### src/rtl/muldiv_pkg.sv
// muldiv_pkg: shared types and constants for the iterative RV32M multiply/divide unit.
//   muldiv_op_e    - RISC-V funct3 encodings of the eight M-extension operations
//   muldiv_state_e - control FSM states (IDLE, CALC, DONE)
//   special_result - detects divide-by-zero / signed-overflow and returns the
//                    architecturally defined result for those cases
package muldiv_pkg;

  typedef enum logic [2:0] {
    OP_MUL    = 3'b000,
    OP_MULH   = 3'b001,
    OP_MULHSU = 3'b010,
    OP_MULHU  = 3'b011,
    OP_DIV    = 3'b100,
    OP_DIVU   = 3'b101,
    OP_REM    = 3'b110,
    OP_REMU   = 3'b111
  } muldiv_op_e;

  typedef enum logic [1:0] {
    IDLE = 2'd0,
    CALC = 2'd1,
    DONE = 2'd2
  } muldiv_state_e;

  localparam logic [31:0] DIV_ZERO_Q = 32'hFFFFFFFF;
  localparam logic [31:0] INT_MIN    = 32'h80000000;

  typedef struct packed {
    logic        hit;
    logic [31:0] value;
  } special_t;

  // op[2] selects the divide family, op[1] selects remainder, op[0] unsigned.
  function automatic special_t special_result(muldiv_op_e op, logic [31:0] a, logic [31:0] b);
    special_t s;
    s.hit   = 1'b0;
    s.value = '0;
    if (op[2]) begin
      if (b == '0) begin
        s.hit   = 1'b1;
        s.value = op[1] ? a : DIV_ZERO_Q;
      end else if (!op[0] && (a == INT_MIN) && (b == 32'hFFFFFFFF)) begin
        s.hit   = 1'b1;
        s.value = op[1] ? '0 : INT_MIN;
      end
    end
    return s;
  endfunction

endpackage

### src/rtl/muldiv_step.sv
// muldiv_step: one combinational iteration of the multiply/divide datapath.
//   is_div_i - 1: restoring-divide step, 0: shift-add multiply step
//   acc_i    - upper word (partial product high / partial remainder)
//   lo_i     - lower word (multiplier bits / dividend bits shifting into quotient)
//   b_i      - multiplicand magnitude (multiply) or divisor magnitude (divide)
//   acc_o    - next upper word
//   lo_o     - next lower word
module muldiv_step
  import muldiv_pkg::*;
#(
  parameter int Data_Width = 32
) (
  input  logic                  is_div_i,
  input  logic [Data_Width-1:0] acc_i,
  input  logic [Data_Width-1:0] lo_i,
  input  logic [Data_Width-1:0] b_i,
  output logic [Data_Width-1:0] acc_o,
  output logic [Data_Width-1:0] lo_o
);

  logic [Data_Width:0]   sum;
  logic [Data_Width:0]   rem_sh;
  logic [Data_Width-1:0] diff;
  logic                  ge;

  // Multiply: add multiplicand when the current multiplier LSB is set, then
  // shift the 65-bit {carry, acc, lo} right; product bits drop into lo.
  assign sum = {1'b0, acc_i} + (lo_i[0] ? {1'b0, b_i} : '0);

  // Divide: bring the next dividend bit into the remainder. The shifted
  // remainder can need 33 bits, but once the subtraction succeeds the
  // difference is below the divisor and fits in 32.
  assign rem_sh = {acc_i, lo_i[Data_Width-1]};
  assign ge     = rem_sh >= {1'b0, b_i};
  assign diff   = rem_sh[Data_Width-1:0] - b_i;

  always_comb begin
    if (is_div_i) begin
      acc_o = ge ? diff : rem_sh[Data_Width-1:0];
      lo_o  = {lo_i[Data_Width-2:0], ge};
    end else begin
      acc_o = sum[Data_Width:1];
      lo_o  = {sum[0], lo_i[Data_Width-1:1]};
    end
  end

endmodule

### src/rtl/muldiv_unit.sv
// muldiv_unit: iterative RV32M multiply/divide unit (MUL/MULH/MULHSU/MULHU,
// DIV/DIVU/REM/REMU), 32 single-bit steps per operation.
// Ports:
//   clk, rst (async, active-low)
//   start, op[2:0] (funct3), rs1_data, rs2_data, rd_in - request, sampled only when ready
//   kill     - abort in-flight operation, suppresses valid
//   ready    - IDLE;  busy - CALC or DONE
//   valid    - one-cycle result strobe (register-file write enable)
//   result   - result word, held until the next completion
//   rd_out   - destination index captured at accept
// Build option: define MULDIV_FASTPATH_EN to complete divide-by-zero, signed
// overflow and zero-operand MUL/MULHU directly at the accept edge.
module muldiv_unit
  import muldiv_pkg::*;
#(
  parameter int Data_Width    = 32,
  parameter int Address_Width = 5,
  parameter int Count_Width   = 6
) (
  input  logic                     clk,
  input  logic                     rst,
  input  logic                     start,
  input  logic [2:0]               op,
  input  logic [Data_Width-1:0]    rs1_data,
  input  logic [Data_Width-1:0]    rs2_data,
  input  logic [Address_Width-1:0] rd_in,
  input  logic                     kill,
  output logic                     ready,
  output logic                     busy,
  output logic                     valid,
  output logic [Data_Width-1:0]    result,
  output logic [Address_Width-1:0] rd_out
);

  localparam logic [Count_Width-1:0] LAST_STEP = Count_Width'(Data_Width - 1);

  muldiv_state_e state_q, state_d;
  muldiv_op_e    op_q, op_in;

  logic [Data_Width-1:0]    acc_q, lo_q, b_q, spec_val_q, result_q;
  logic                     neg_q, spec_hit_q;
  logic [Address_Width-1:0] rd_q;
  logic [Count_Width-1:0]   cnt_q;

  logic                  accept, sign_a, sign_b, a_neg, b_neg, neg_in;
  logic [Data_Width-1:0] abs_a, abs_b;
  special_t              spec_in;
  logic                  fast_hit;
  logic [Data_Width-1:0] fast_val;

  logic [Data_Width-1:0]   step_acc, step_lo, calc_res, final_res;
  logic [2*Data_Width-1:0] prod, prod_s;
  logic [Data_Width-1:0]   quo_s, rem_s;

  assign op_in  = muldiv_op_e'(op);
  assign accept = (state_q == IDLE) && start;

  // Operand signedness: MULH/DIV/REM treat both as signed, MULHSU only rs1.
  assign sign_a = (op_in == OP_MULH) || (op_in == OP_MULHSU) || (op_in == OP_DIV) || (op_in == OP_REM);
  assign sign_b = (op_in == OP_MULH) || (op_in == OP_DIV) || (op_in == OP_REM);
  assign a_neg  = sign_a & rs1_data[Data_Width-1];
  assign b_neg  = sign_b & rs2_data[Data_Width-1];
  assign abs_a  = a_neg ? -rs1_data : rs1_data;
  assign abs_b  = b_neg ? -rs2_data : rs2_data;
  // Remainder follows the dividend's sign; products and quotients the XOR.
  assign neg_in = (op_in == OP_REM) ? a_neg : (a_neg ^ b_neg);

  assign spec_in = special_result(op_in, rs1_data, rs2_data);

`ifdef MULDIV_FASTPATH_EN
  logic mul_zero;
  assign mul_zero = ((op_in == OP_MUL) || (op_in == OP_MULHU)) &&
                    ((rs1_data == '0) || (rs2_data == '0));
  assign fast_hit = spec_in.hit | mul_zero;
  assign fast_val = spec_in.hit ? spec_in.value : '0;
`else
  assign fast_hit = 1'b0;
  assign fast_val = '0;
`endif

  // ---------------- FSM: state register ----------------
  always_ff @(posedge clk or negedge rst) begin
    if (!rst) state_q <= IDLE;
    else      state_q <= state_d;
  end

  // ---------------- FSM: next state ----------------
  always_comb begin
    state_d = state_q;
    case (state_q)
      IDLE: if (start) state_d = fast_hit ? DONE : CALC;
      CALC: begin
        if (kill)                    state_d = IDLE;
        else if (cnt_q == LAST_STEP) state_d = DONE;
      end
      DONE:    state_d = IDLE;
      default: state_d = IDLE;
    endcase
  end

  // ---------------- FSM: outputs ----------------
  always_comb begin
    ready = (state_q == IDLE);
    busy  = (state_q == CALC) || (state_q == DONE);
    valid = (state_q == DONE) && !kill;
  end

  muldiv_step #(.Data_Width(Data_Width)) u_step (
    .is_div_i (op_q[2]),
    .acc_i    (acc_q),
    .lo_i     (lo_q),
    .b_i      (b_q),
    .acc_o    (step_acc),
    .lo_o     (step_lo)
  );

  // Sign correction of the finished magnitudes; computed from the step
  // outputs so the result can be loaded on the same edge as the last step.
  assign prod   = {step_acc, step_lo};
  assign prod_s = neg_q ? -prod : prod;
  assign quo_s  = neg_q ? -step_lo : step_lo;
  assign rem_s  = neg_q ? -step_acc : step_acc;

  always_comb begin
    case (op_q)
      OP_MUL:                       calc_res = prod_s[Data_Width-1:0];
      OP_MULH, OP_MULHSU, OP_MULHU: calc_res = prod_s[2*Data_Width-1:Data_Width];
      OP_DIV, OP_DIVU:              calc_res = quo_s;
      default:                      calc_res = rem_s;
    endcase
  end

  assign final_res = spec_hit_q ? spec_val_q : calc_res;

  // ---------------- datapath ----------------
  always_ff @(posedge clk or negedge rst) begin
    if (!rst) begin
      op_q       <= OP_MUL;
      rd_q       <= '0;
      acc_q      <= '0;
      lo_q       <= '0;
      b_q        <= '0;
      neg_q      <= 1'b0;
      spec_hit_q <= 1'b0;
      spec_val_q <= '0;
      cnt_q      <= '0;
      result_q   <= '0;
    end else if (accept) begin
      op_q       <= op_in;
      rd_q       <= rd_in;
      acc_q      <= '0;
      // Divide shifts the dividend through lo; multiply shifts the multiplier.
      lo_q       <= op[2] ? abs_a : abs_b;
      b_q        <= op[2] ? abs_b : abs_a;
      neg_q      <= neg_in;
      spec_hit_q <= spec_in.hit;
      spec_val_q <= spec_in.value;
      cnt_q      <= '0;
      if (fast_hit) result_q <= fast_val;
    end else if ((state_q == CALC) && !kill) begin
      acc_q <= step_acc;
      lo_q  <= step_lo;
      cnt_q <= cnt_q + Count_Width'(1);
      if (cnt_q == LAST_STEP) result_q <= final_res;
    end
  end

  assign result = result_q;
  assign rd_out = rd_q;

endmodule

### config.mk
export PLATFORM = sky130hd
export DESIGN_NAME = muldiv_unit
export DESIGN_NICKNAME = d
export VERILOG_FILES = /design/src/rtl/muldiv_pkg.sv /design/src/rtl/muldiv_step.sv /design/src/rtl/muldiv_unit.sv
export SDC_FILE = /design/constraint.sdc
export NUM_CORES = 1
export LEC_CHECK = 0
export CAP_MARGIN = 20
export CORE_AREA = 2 2 281 144
export CTS_CLUSTER_SIZE = 14
export DETAILED_ROUTE_END_ITERATION = 12
export DIE_AREA = 0 0 283 146
export SYNTH_ARGS = -nofsm -noshare
export SYNTH_HDL_FRONTEND = slang
export SYNTH_SLANG_ARGS = --single-unit
### constraint.sdc
create_clock -name clk -period 10.63 [get_ports clk]
set_input_delay 2.6575 -clock clk [delete_from_list [all_inputs] [get_ports clk]]
set_output_delay 2.6575 -clock clk [all_outputs]
set_load 0.02 [all_outputs]
==> impl_metrics.toml <==
[critical_path]
worstPathCellList = "clkdlybuf4s50_1, nor2b_1, clkdlybuf4s50_1"
cpMostUsedCell = "clkdlybuf4s50_1"
critPathCaptureType = "output port"
crit_path_start = "kill"
start_kind = "input port"
required_ps = 7970
cp_num_buf_inv = 2
crit_fanout = 3
path_class = "input port to output port"
cp.depth = 3
max_stage_delay_ps = 600
arrival_ps = 3860
ff2ff_path_depth = 19
critPathTopFamily = "buffers and inverters"
crit_end = "valid"
crit_slowest_cell = "clkdlybuf4s50_1"
timing.rr.start = "b_q[25]$_DFFE_PN0P_"
regToRegEndpoint = "result[8]$_DFFE_PN0P_"
regToRegSetupSlack_ps = 4310

[final_layout]
fin_util = 0.506
area_growth_pct = 12.8
design_area_um2 = 19600
nets = 2513
drive_gt1_frac = 0.0543

[placement]
place_hpwl_um = 54900
routabilityCongestion = 1.03
dpl_cell_area_um2 = 18800
place_ws_ps = 3880
port_buffers = 115

[job]
maxCapViolations = 0

[die]
rows = 51
io_pins = 116
dieArea_um2 = 41300
die_width_um = 283
start_util = 0.449
die_h_um = 146
core_um2 = 38600

[global_route]
first_global_vias = 16639
grt_max_degree = 119
grt_pass1_wl_um = 107000
grt_overflow = 0
grt_usage = 0.340
antenna_found_initial = 5

[synthesis]
synth.yosys.seq_area_share = 0.257
syn_area_per_cell_um2 = 7.41
ys_warn_count = 0
synth-async-reset-ratio = 1.00
synthCells = 2339
synth_seq_cells = 178
synth_compound_area_frac = 0.291
synth-edff-count = 0
ys_dominant_reg_cell = "dfrtp_1"
synth_top_area_frac = 0.257
ys_types = 99
synth.area.mux_share = 0.0344
syn_area_um2 = 17300
yosys.area.top_type = "dfrtp_1"
synthTopCellsByArea = "dfrtp_1 (26%), nand2_1 (7.4%), a21oi_1 (6.5%), o21ai_0 (6.5%), ha_1 (5.3%)"
synth_nets = 2490
synth_fa_ha_area_frac = 0.0550
yosys.area_share.simple = 0.241
synth_xor_area_frac = 0.0743
synth_top_family_by_area = "compound AO/OA/AOI/OAI gates"

[sta]
worst_pin_slew_ps = 1090
layout_min_cycle_time_ps = 6510
hold_viol = 0
drv_slew = 0
skew_ps = 21.7
max_freq_ghz = 0.154
fin_crit_sh = 0.613
setup_viol_count_final = 0
setup_slack_ps = 4120
rsz0062_at_grt = "no"
max_slew_margin = 0.272
finalSetupTns_ps = 0

[clock_network]
numCtsBuffers = 17
root_buffer = "clkbuf_16"
cts_buffer_depth = 2
ctsHoldBuffers = 0
clkLatencyLatePin_ps = 480
clkSlewWorstSetupHoldPaths_ps = 80
clock_sinks = 178
cts_htree_levels = 4
post-cts-setup-buffer-count = 0
cts_tree = "built"
cts_resized = 0

[power_and_ir_drop]
p_leak_uw = 0.00808
vdd_drop_max_mv = 0.194
p_per_area_nw_per_um2 = 378
internal-power_uw = 2990
netSwitchingFraction = 0.596
finalPower_uw = 7390
p_sw_uw = 4400
pwr-share-clk = 0.097
comb_power_share = 0.746
pwr-share-seq = 0.157

[drt]
routed_via_density = 6.30
drt_pass1_iterations = 6
wire_per_inst_um = 24.7
ant_nets = 0
initialDrtViolationCount = 2221
drc = 0
num_vias = 18327
wl_um = 71700

[run_status]
outcome = "finished, final reports clean"

[worst_hold_path]
hold_class = "flip-flop to flip-flop"
-- sequential cells by signal, indices dropped and copies added (netlist names) --
signal	cells
neg_q	1
state_q	2
spec_hit_q	1
acc_q	32
rd_out	5
lo_q	32
cnt_q	6
result	32
op_q	3
spec_val_q	32
b_q	32
-- through the flow --
step	hold slack (ps)	instances
after global placement	456	2868
after detailed placement	466	2869
final	486	2907
after floorplan	442	2339
after CTS	486	2901
after global routing	508	2905
-- how the worst min path moves through the flow --
stage | startpoint | end | slack, ps | cells after the start
2_1_floorplan | spec_val_q[30]$_DFFE_PN0P_ | spec_val_q[30]$_DFFE_PN0P_ | 440 | 2
3_3_place_gp | spec_val_q[5]$_DFFE_PN0P_ | spec_val_q[5]$_DFFE_PN0P_ | 460 | 2
3_5_place_dp | spec_val_q[5]$_DFFE_PN0P_ | spec_val_q[5]$_DFFE_PN0P_ | 470 | 2
4_1_cts | rd_out[3]$_DFFE_PN0P_ | rd_out[3]$_DFFE_PN0P_ | 490 | 2
5_1_grt | spec_val_q[0]$_DFFE_PN0P_ | spec_val_q[0]$_DFFE_PN0P_ | 510 | 1
6_report | rd_out[0]$_DFFE_PN0P_ | rd_out[0]$_DFFE_PN0P_ | 490 | 2
-- layout make-up --
class                           count  area [µm²]
Timing Repair Buffer              150        1460
Clock inverter                     15         215
Antenna cell                        2        5.00
Clock buffer                       17         425
Sequential cell                   178        4460
Multi-Input combinational cell   1948       12100
Fill cell                        3862       19100
Inverter                           67         251
Tap cell                          530         663
-- worst reg2reg max path: cells and delay by family (launching register included) --
| kind | cells | cell delay [ps] |
|---|---|---|
| AO/OA/AOI/OAI | 8 | 2570 |
| adder cells (fa/ha/maj) | 2 | 810 |
| buffers and inverters | 2 | 330 |
| flip-flops | 1 | 580 |
| AND/OR/NAND/NOR | 7 | 1970 |
-- routing by layer --
metal  GRT usage  vias up  part of all wire
met2       0.464      926              0.39
met5           0        -           0.00018
met1       0.499     8736              0.46
met4      0.0997        2             0.029
met3       0.116      131              0.12
li1            -     8532                 -
-- Yosys cell counts, types with 45 or more instances --
| library cell | instances |
|---|---|
| xor2_1 | 71 |
| nand2_1 | 343 |
| o211ai_1 | 58 |
| o21ai_0 | 226 |
| nor2b_1 | 46 |
| nor2_1 | 200 |
| dfrtp_1 | 178 |
| xnor2_1 | 76 |
| clkbuf_1 | 113 |
| ha_1 | 73 |
| inv_1 | 65 |
| nor3_1 | 46 |
| a21oi_1 | 226 |
| mux2i_1 | 45 |
-- logic make-up after synthesis --
group	count (synthesis)
and+or+nand+nor	874
AOI/OAI and AO/OA	794
buffers and inverters	213
DFF	178
xor gates and xnor gates	147
adders and majority gates	75
muxes	58
-- cell usage in the layout, fill, tap and decap left out, drive strengths merged, types with 9 or more instances in the layout --
cell and n:
inv 74, or2 9, nand2 343, or4 16, xor2 71, a21o 35
mux2 13, ha 73, a31oi 24, a211oi 24, nor4 22, o211ai 59
clkdlybuf4s50 113, o21a 22, and4 10, and3 28, nor2b 46, o22ai 13
buf 35, mux2i 45, or3 15, a21boi 11, a21oi 226, o41ai 16
nor2 201, o31ai 26, xnor2 76, clkbuf 19, nand3 40, and2 41
nor3 48, dfrtp 178, nand4 27, o21ai 235
-- power by group through the flow --
stage,Clock (µW),Combinational (µW),Sequential [µW]
5_1_grt,745,5880,1180
2_1_floorplan,0,3640,1030
4_1_cts,719,5320,1140
6_report,718,5510,1160
3_5_place_dp,0,5280,1160
3_3_place_gp,0,5300,1160
Power figures use the tool's default switching activity.
